### src/rtl/hc_pkg.sv
// rtl/hc_pkg.sv - shared constants and request FSM encoding for the HC stream XOR block
package hc_pkg;

    localparam int HC_WORD_W        = 32;
    localparam int HC_DEFAULT_DEPTH = 4;

    // One keystream request may be outstanding at a time.
    typedef enum logic {
        IDLE = 1'b0,
        WAIT = 1'b1
    } hc_req_state_e;

endpackage

### src/rtl/hc_stream_xor_if.sv
// rtl/hc_stream_xor_if.sv - data-in / data-out valid-ready streams of the HC XOR stage
interface hc_stream_xor_if;
    import hc_pkg::*;

    logic [HC_WORD_W-1:0] din;
    logic                 din_valid;
    logic                 din_ready;
    logic [HC_WORD_W-1:0] dout;
    logic                 dout_valid;
    logic                 dout_ready;

    // Block side: consumes din, produces dout.
    modport slave (
        input  din, din_valid, dout_ready,
        output din_ready, dout, dout_valid
    );

    // Environment side: produces din, consumes dout.
    modport master (
        output din, din_valid, dout_ready,
        input  din_ready, dout, dout_valid
    );
endinterface

### src/rtl/hc_ks_fifo.sv
// rtl/hc_ks_fifo.sv - DEPTH x 32 keystream FIFO, occupancy-tracked, with synchronous flush
module hc_ks_fifo
    import hc_pkg::*;
#(
    parameter int DEPTH = HC_DEFAULT_DEPTH
) (
    input  logic                     clk,
    input  logic                     rst_n,
    input  logic                     flush_i,
    input  logic                     push_i,
    input  logic [HC_WORD_W-1:0]     push_data_i,
    input  logic                     pop_i,
    output logic [HC_WORD_W-1:0]     head_o,
    output logic [$clog2(DEPTH):0]   level_o
);
    localparam int PTR_W = $clog2(DEPTH);

    logic [HC_WORD_W-1:0] mem_q [DEPTH];
    logic [PTR_W-1:0]     wr_ptr_q, wr_ptr_d;
    logic [PTR_W-1:0]     rd_ptr_q, rd_ptr_d;
    logic [PTR_W:0]       level_q, level_d;

    // Next pointers and occupancy; flush wins over any push/pop that cycle.
    always_comb begin
        wr_ptr_d = wr_ptr_q;
        rd_ptr_d = rd_ptr_q;
        level_d  = level_q;
        if (flush_i) begin
            wr_ptr_d = '0;
            rd_ptr_d = '0;
            level_d  = '0;
        end else begin
            if (push_i) wr_ptr_d = wr_ptr_q + 1'b1;
            if (pop_i)  rd_ptr_d = rd_ptr_q + 1'b1;
            case ({push_i, pop_i})
                2'b10:   level_d = level_q + 1'b1;
                2'b01:   level_d = level_q - 1'b1;
                default: level_d = level_q;
            endcase
        end
    end

    // Pointer and occupancy registers.
    always_ff @(posedge clk or negedge rst_n) begin
        if (!rst_n) begin
            wr_ptr_q <= '0;
            rd_ptr_q <= '0;
            level_q  <= '0;
        end else begin
            wr_ptr_q <= wr_ptr_d;
            rd_ptr_q <= rd_ptr_d;
            level_q  <= level_d;
        end
    end

    // Storage array; unreset, only read where the level marks it valid.
    always_ff @(posedge clk) begin
        if (push_i && !flush_i) begin
            mem_q[wr_ptr_q] <= push_data_i;
        end
    end

    assign head_o  = mem_q[rd_ptr_q];
    assign level_o = level_q;

endmodule

### src/rtl/hc_stream_xor.sv
// rtl/hc_stream_xor.sv - buffers HC keystream words and XORs them onto a 32-bit data stream
module hc_stream_xor
    import hc_pkg::*;
#(
    parameter int DEPTH = HC_DEFAULT_DEPTH,
    parameter int CTR_W = 32
) (
    input  logic                    clk,
    input  logic                    reset_n,
    input  logic                    core_ready,
    input  logic [HC_WORD_W-1:0]    ks_word,
    input  logic                    ks_valid,
    output logic                    ks_next,
    input  logic                    flush,
    hc_stream_xor_if.slave          s,
    output logic [$clog2(DEPTH):0]  ks_level,
    output logic [CTR_W-1:0]        word_cnt
);
    localparam int LVL_W = $clog2(DEPTH) + 1;
    localparam logic [LVL_W-1:0] DEPTH_L = LVL_W'(DEPTH);

    hc_req_state_e        state_q, state_d;
    logic                 drop_q, drop_d;
    logic                 ks_next_q, ks_next_d;
    logic [HC_WORD_W-1:0] dout_q, dout_d;
    logic                 dout_valid_q, dout_valid_d;
    logic [CTR_W-1:0]     cnt_q, cnt_d;

    logic                 ks_push;
    logic                 din_ready;
    logic                 din_hs;
    logic                 dout_hs;
    logic [HC_WORD_W-1:0] ks_head;
    logic [LVL_W-1:0]     level;

    hc_ks_fifo #(.DEPTH(DEPTH)) u_fifo (
        .clk         (clk),
        .rst_n       (reset_n),
        .flush_i     (flush),
        .push_i      (ks_push),
        .push_data_i (ks_word),
        .pop_i       (din_hs),
        .head_o      (ks_head),
        .level_o     (level)
    );

    // Request FSM: one outstanding request; its FIFO slot is reserved by the level check.
    always_comb begin
        state_d   = state_q;
        drop_d    = drop_q;
        ks_next_d = 1'b0;
        ks_push   = 1'b0;
        case (state_q)
            IDLE: begin
                if (core_ready && !flush && (level < DEPTH_L)) begin
                    ks_next_d = 1'b1;
                    state_d   = WAIT;
                end
            end
            WAIT: begin
                if (ks_valid) begin
                    ks_push = !drop_q && !flush;
                    drop_d  = 1'b0;
                    state_d = IDLE;
                end else if (flush) begin
                    drop_d = 1'b1;
                end
            end
            default: state_d = IDLE;
        endcase
    end

    // Request FSM registers.
    always_ff @(posedge clk or negedge reset_n) begin
        if (!reset_n) begin
            state_q   <= IDLE;
            drop_q    <= 1'b0;
            ks_next_q <= 1'b0;
        end else begin
            state_q   <= state_d;
            drop_q    <= drop_d;
            ks_next_q <= ks_next_d;
        end
    end

    assign din_ready = (level != '0) && (!dout_valid_q || s.dout_ready) && !flush;
    assign din_hs    = s.din_valid && din_ready;
    assign dout_hs   = dout_valid_q && s.dout_ready;

    // Output stage: XOR on accept, drop valid when drained; dout keeps its last value.
    always_comb begin
        dout_d       = dout_q;
        dout_valid_d = dout_valid_q;
        cnt_d        = cnt_q;
        if (flush) begin
            dout_valid_d = 1'b0;
        end else if (din_hs) begin
            dout_d       = s.din ^ ks_head;
            dout_valid_d = 1'b1;
        end else if (dout_hs) begin
            dout_valid_d = 1'b0;
        end
        if (dout_hs) begin
            cnt_d = cnt_q + 1'b1;
        end
    end

    // Output stage and transfer counter registers.
    always_ff @(posedge clk or negedge reset_n) begin
        if (!reset_n) begin
            dout_q       <= '0;
            dout_valid_q <= 1'b0;
            cnt_q        <= '0;
        end else begin
            dout_q       <= dout_d;
            dout_valid_q <= dout_valid_d;
            cnt_q        <= cnt_d;
        end
    end

    assign ks_next      = ks_next_q;
    assign s.din_ready  = din_ready;
    assign s.dout       = dout_q;
    assign s.dout_valid = dout_valid_q;
    assign ks_level     = level;
    assign word_cnt     = cnt_q;

endmodule

### src/flat_wrapper.sv
// flat-port wrapper written by rule: the top's interface ports become plain ports
module hc_stream_xor_flat import hc_pkg::*;
#(
    parameter int DEPTH = HC_DEFAULT_DEPTH,
    parameter int CTR_W = 32
)
  (clk, reset_n, core_ready, ks_word, ks_valid, ks_next, flush, ks_level, word_cnt, s_din, s_din_valid, s_dout_ready, s_din_ready, s_dout, s_dout_valid);
  hc_stream_xor_if s_i ();
  input  logic clk;
  input  logic reset_n;
  input  logic core_ready;
  input  logic [HC_WORD_W-1:0] ks_word;
  input  logic ks_valid;
  output logic ks_next;
  input  logic flush;
  output logic [$clog2(DEPTH):0] ks_level;
  output logic [CTR_W-1:0] word_cnt;
  input wire logic [$bits(s_i.din)-1:0] s_din;
  input wire logic [$bits(s_i.din_valid)-1:0] s_din_valid;
  input wire logic [$bits(s_i.dout_ready)-1:0] s_dout_ready;
  output wire logic [$bits(s_i.din_ready)-1:0] s_din_ready;
  output wire logic [$bits(s_i.dout)-1:0] s_dout;
  output wire logic [$bits(s_i.dout_valid)-1:0] s_dout_valid;
  assign s_i.din = s_din;
  assign s_i.din_valid = s_din_valid;
  assign s_i.dout_ready = s_dout_ready;
  assign s_din_ready = s_i.din_ready;
  assign s_dout = s_i.dout;
  assign s_dout_valid = s_i.dout_valid;
  hc_stream_xor #(.DEPTH(DEPTH), .CTR_W(CTR_W)) u_core (.clk(clk), .reset_n(reset_n), .core_ready(core_ready), .ks_word(ks_word), .ks_valid(ks_valid), .ks_next(ks_next), .flush(flush), .s(s_i), .ks_level(ks_level), .word_cnt(word_cnt));
endmodule
### config.mk
export PLATFORM = sky130hd
export DESIGN_NAME = hc_stream_xor_flat
export DESIGN_NICKNAME = d
export VERILOG_FILES = /design/src/rtl/hc_pkg.sv /design/src/rtl/hc_stream_xor_if.sv /design/src/rtl/hc_ks_fifo.sv /design/src/rtl/hc_stream_xor.sv /design/src/flat_wrapper.sv
export SDC_FILE = /design/constraint.sdc
export NUM_CORES = 1
export LEC_CHECK = 0
export ABC_AREA = 1
export CAP_MARGIN = 25
export CORE_MARGIN = 8
export CORE_UTILIZATION = 53
export DETAILED_ROUTE_END_ITERATION = 8
export PLACE_DENSITY = 0.8
export SLEW_MARGIN = 20
export SYNTH_ARGS = -nofsm -noshare
export SYNTH_HDL_FRONTEND = slang
export SYNTH_SLANG_ARGS = --single-unit
export TNS_END_PERCENT = 50
### constraint.sdc
create_clock -name clk -period 2.8 [get_ports clk]
set_clock_uncertainty 0.05 [all_clocks]
set_input_delay 0.56 -clock clk [delete_from_list [all_inputs] [get_ports clk]]
set_output_delay 0.56 -clock clk [all_outputs]
set_load 0.01 [all_outputs]
* Yosys cells after proc, flatten, opt, wreduce, memory -nomap -nowiden
Memories as Yosys holds them, arrays and structs flattened. Cells that the tools add are included.
Cells by class: $add $sub $neg 5, multipliers 0, divide/modulo/power cells 0, magnitude comparators 1, equal/unequal tests 2, shifts and indexed selects 0, muxes and demuxes 19, bitwise operators 3, reductions and logical operators 20
Operator list (count):
- adder 32 x 1 -> 32 bit, second input constant | 1
- XOR 32 bit | 1
- two-way mux 1 bit | 12
- nonzero test 3 bit | 3
- logical AND 1 bit | 8
- two-way mux 2 bit | 4
- case mux 3 bit (2 select lines) | 1
- nonzero test 2 bit | 3
- adder 2 x 1 -> 2 bit, second input constant | 2
- AND reduction 2 bit | 2
- adder 3 x 1 -> 3 bit, second input constant | 1
- zero test 1 bit | 3
- less-than comparator 3 bit, second input constant | 1
- two-way mux 3 bit | 1
- subtractor 3 x 1 -> 3 bit, second input constant | 1
- == test 2 x 1 -> 1 bit, second input constant | 1
- == test 2 bit, second input constant | 1
- inverter 1 bit | 2
- case mux 1 bit (2 select lines) | 1
- logical OR 1 bit | 1
Word-level totals: flip-flop bits (word level) 75, bits in latches 0, RAM bits 128, bits in read-only memories 0, input port bits 71, logic and storage cells 60, memories kept 1
Memory list:
- u_core.u_fifo.mem_q | words 4, bits a word 32, rd ports 1, clocked after memory_dff 0, write ports 1, line hc_ks_fifo.sv:18 | logic [HC_WORD_W-1:0] mem_q [DEPTH];

* Depth between registers and ports, before layout
depth in word-level cells 8, depth in mapped cells 11

* Modules after synthesis
Synthesis repeated with hierarchy kept, for this count alone.
Second synthesis, totals: cells, all modules 771, area, all modules 8687.1 um^2
Modules (own cells, without submodules):
- hc_ks_fifo | instances 1, cells each 369, area each 5176.2 um^2
- hc_stream_xor | instances 1, cells each 402, area each 3510.9 um^2

* Least setup slack after synthesis
Ideal clock, no wire load.
path type input port to flip-flop, from input port flush, to memory u_core.u_fifo.mem_q[0][0], enable pin, setup time 0.421 ns, arrival 2.231 ns, setup slack 0.098 ns, stages 3, path buffers 0, cell sequence inv_1 -> nand4_2 -> nor2_1
Between the ends: longest elaborated chain between the ends 7
RTL lines:
- start, declared | line flat_wrapper.sv:15 | input logic flush;
- zero test 1 bit (*) | line hc_ks_fifo.sv:58, hc_stream_xor.sv:62
- logical AND 1 bit | line hc_stream_xor.sv:62 | ks_push = !drop_q && !flush;
- two-way mux 1 bit | line hc_stream_xor.sv:61 | if (ks_valid) begin
- two-way mux 1 bit | line hc_stream_xor.sv:53 | case (state_q)
- logical AND 1 bit (*) | line hc_ks_fifo.sv:58 | if (push_i && !flush_i) begin
- two-way mux 1 bit (*) | line hc_ks_fifo.sv:58
- two-way mux 1 bit (implied by the code) (*) | line hc_ks_fifo.sv:59 | mem_q[wr_ptr_q] <= push_data_i;
- end, declared | line hc_ks_fifo.sv:18
Every way passes the cells marked *; elsewhere a longest branch is shown, timed or not.

* Worst setup path after layout
from input port s_dout_ready, to output port s_din_ready
Between the ends: longest elaborated chain between the ends 3
RTL lines:
- start, declared | line flat_wrapper.sv:20 | input wire logic [$bits(s_i.dout_ready)-1:0] s_dout_ready;
- logical OR 1 bit | line hc_stream_xor.sv:86 | assign din_ready = (level != '0) && (!dout_valid_q || s.dout_ready) && !flush;
- logical AND 1 bit (2 in a row) | line hc_stream_xor.sv:86
- end, declared | line flat_wrapper.sv:21 | output wire logic [$bits(s_i.din_ready)-1:0] s_din_ready;
No other way between the ends.

==> flow_summary.toml <==
[flow_run]
maxCapViolCount = 0

[power]
p_leak_nw = 4.45
total_power_w = 0.00850
pwr_density_cell_nw_per_um2 = 774
vdd_drop_max_uv = 515

[synth]
ys_ff_latch = 203
synth_warnings = 0
netlist_area_um2 = 8610
synthArstFlopShare = 0.369
synth_commonest_cells = "283 x nand2_1, 128 x edfxtp_1, 75 x dfrtp_1"
yosysUniqueCellTypes = 30
yosys.cell_count.top_type = "nand2_1"
syn-instance-count = 804
avgSynthCellArea_um2 = 10.7
synth.top_cell.area_share = 0.446
synth_edf_count = 128
ys_seq_area_frac = 0.664
yosysTopAreaCell = "edfxtp_1"
synth_nets = 881
synth_flop_cell = "edfxtp_1"
synthTopCellsByArea = "edfxtp_1 45%, dfrtp_1 22%, nand2_1 12%"

[clocking]
clk_latency_ns = 0.48
holdBufCountCts = 0
cts_setup_buffers = 0
h-tree-depth = 1
clockBufferDepth = 3
clkSlewWorstSetupHoldPaths_ns = 0.05
clock-sinks = 203
cts-resized-gates = 0
cts-buffers-inserted = 21
cts-root-buf = "clkbuf_16"
cts_tree = "done"

[critical_path]
ff2ff_setup_slack_ns = 0.95
cp.required_ns = 2.19
crit_type = "input port to output pin"
crit_chain = "clkdlybuf4s50_1 > inv_1 > nand2_1 > nand2_1 > nor2_1 > clkdlybuf4s50_1"
rr_startpoint = "u_core.u_fifo.level_o[0]"
end_kind = "output pin"
arrival_ns = 1.93
cp_slowest_stage_delay_ns = 0.54
rr_worst_depth = 6
timing.rr.end = "u_core.s.dout[1]"
path_max_fanout = 3
critPathLaunchType = "input port"
cpMaxStageDelayCell = "clkdlybuf4s50_1"

[floorplanning]
die-height_um = 143
die_x_um = 143
pin_count = 141
initial_utilization = 0.542
num_rows = 46
fp.coreArea_um2 = 15900
dieArea_um2 = 20600

[global_route]
grt_max_degree = 76
antenna_found_initial = 2
grt_pass1_vias = 6071
grt_use_met2 = 0.320
grt.busiest_layer = "met2"
grt_pass1_wl_um = 30400
grt_use_met1 = 0.228
grt_use_total = 0.184
grt_use_met3 = 0.0474
overflow = 0

[routing]
via_per_inst = 5.12
drc = 0
wl_per_cell_um = 15.8
drt_iter0_markers = 327
drt-total-wl_um = 18700
postRouteAntennaNets = 0
via_count = 6054
drt-pass1-iter-count = 5

[sta]
rsz0062_at_grt = "false"
post-route-period-util = 0.907
whs_ns = -0.00997
hold_viol = 11
final-setup-viol-count = 0
final-max-slew-violation-count = 0
min_period_ns = 2.54
slew_headroom = 0.537
max_freq_mhz = 394
final.setup.tns_ns = 0
tightest_slew_ns = 0.694

[layout]
postLayoutCoreUtil = 0.691
layout.nets = 1029
fillers = 1187
area_growth_pct = 27.4
drive_gt1_frac = 0.0683
n_antenna_cell = 0

[status]
violations = "hold timing"
status = "complete, but fails checks"

[worst_hold_path]
hp-class = "input port to asynchronous set/reset pin"

[placed_design]
placement.io_buffers = 140
hpwl_um = 12300
gp_congestion = 0.803
-- power breakdown --
group / internal (W) / leakage, nW / switching (W)
sequential: 0.00351 / 2.13 / 0.000225
combinational: 0.000999 / 2.01 / 0.00120
clock: 0.00150 / 0.311 / 0.00106
-- layer usage --
layer | vias up | share of wire
met5 | - | 0.0014
met4 | 4 | 0.014
met3 | 27 | 0.079
met2 | 169 | 0.48
met1 | 2892 | 0.42
li1 | 2962 | -
-- area by class of cell --
cell class | count | area [um^2] | area share
Tap cell | 216 | 270 | 0.0246
Multi-Input combinational cell | 531 | 2640 | 0.241
Timing Repair Buffer | 153 | 1560 | 0.142
Inverter | 42 | 158 | 0.0144
Clock buffer | 28 | 562 | 0.0512
Sequential cell | 203 | 5720 | 0.521
Clock inverter | 9 | 66.3 | 0.00604
-- registers in the layout, summed over array words and instances, names as in the netlist --
signal                  flops
u_core.drop_q               1
u_core.ks_next              1
u_core.s.dout              32
u_core.s.dout_valid         1
u_core.state_q              1
u_core.u_fifo.level_o       3
u_core.u_fifo.mem_q       128
u_core.u_fifo.rd_ptr_q      2
u_core.u_fifo.wr_ptr_q      2
u_core.word_cnt            32
-- critical path: cells and delay by family --
family / cells / cell delay, ns
buffers and inverters: 3 / 1.16
and+or+nand+nor: 3 / 0.21
-- logic make-up after synthesis --
group / after synthesis / synth area share
and+or+nand+nor: 424 / 0.210
DFF: 203 / 0.664
buffers and inverters: 70 / 0.0328
xor gates and xnor gates: 55 / 0.0559
AOI/OAI and AO/OA: 46 / 0.0275
adders and majority gates: 6 / 0.00959
-- worst max-delay path by stage --
stage | startpoint | endpoint | slack [ns] | depth (start not counted)
detailed placement | s_dout_ready | s_din_ready | 0.26 | 6
CTS | s_dout_ready | s_din_ready | 0.26 | 6
finish | s_dout_ready | s_din_ready | 0.26 | 6
global route | s_dout_ready | s_din_ready | 0.19 | 6
global placement | s_dout_ready | s_din_ready | 0.27 | 6
floorplan | flush | u_core.u_fifo.mem_q[0][0] | 0.1 | 3
-- layout by cell type, fill, tap and decap left out, types with 2 or more instances in the layout --
cell type        synthesis  layout
buf_4                    0       9
clkinv_1                 0       3
o21ai_1                 23      23
xor2_1                  44      44
inv_2                    2       2
edfxtp_1               128     128
nor3_1                   4       4
nand4_1                  9       9
clkinv_2                 0       5
o21ai_0                 20      20
nor2_2                   3       3
nor2_4                   4       8
xnor2_1                 11      11
inv_1                   40      40
nand3b_1                 3       3
nand2_2                  2       2
ha_1                     5       5
nand2_1                283     283
clkbuf_16                0      21
clkbuf_1                11       6
nand3_1                 73      73
dfrtp_1                 75      74
nand3_2                  4       4
clkdlybuf4s50_1          0     139
buf_12                   0       5
nor2_1                  35      31
-- per-stage QoR --
stage | std cells | instance area, um^2 | setup WS (ns)
after floorplan | 804 | 8610 | 0.0982
after global placement | 1144 | 10300 | 0.274
final | 1182 | 11000 | 0.260
after detailed placement | 1144 | 10300 | 0.265
after global routing | 1182 | 11000 | 0.190
after CTS | 1181 | 11000 | 0.259
Power figures use the tool's default switching activity.
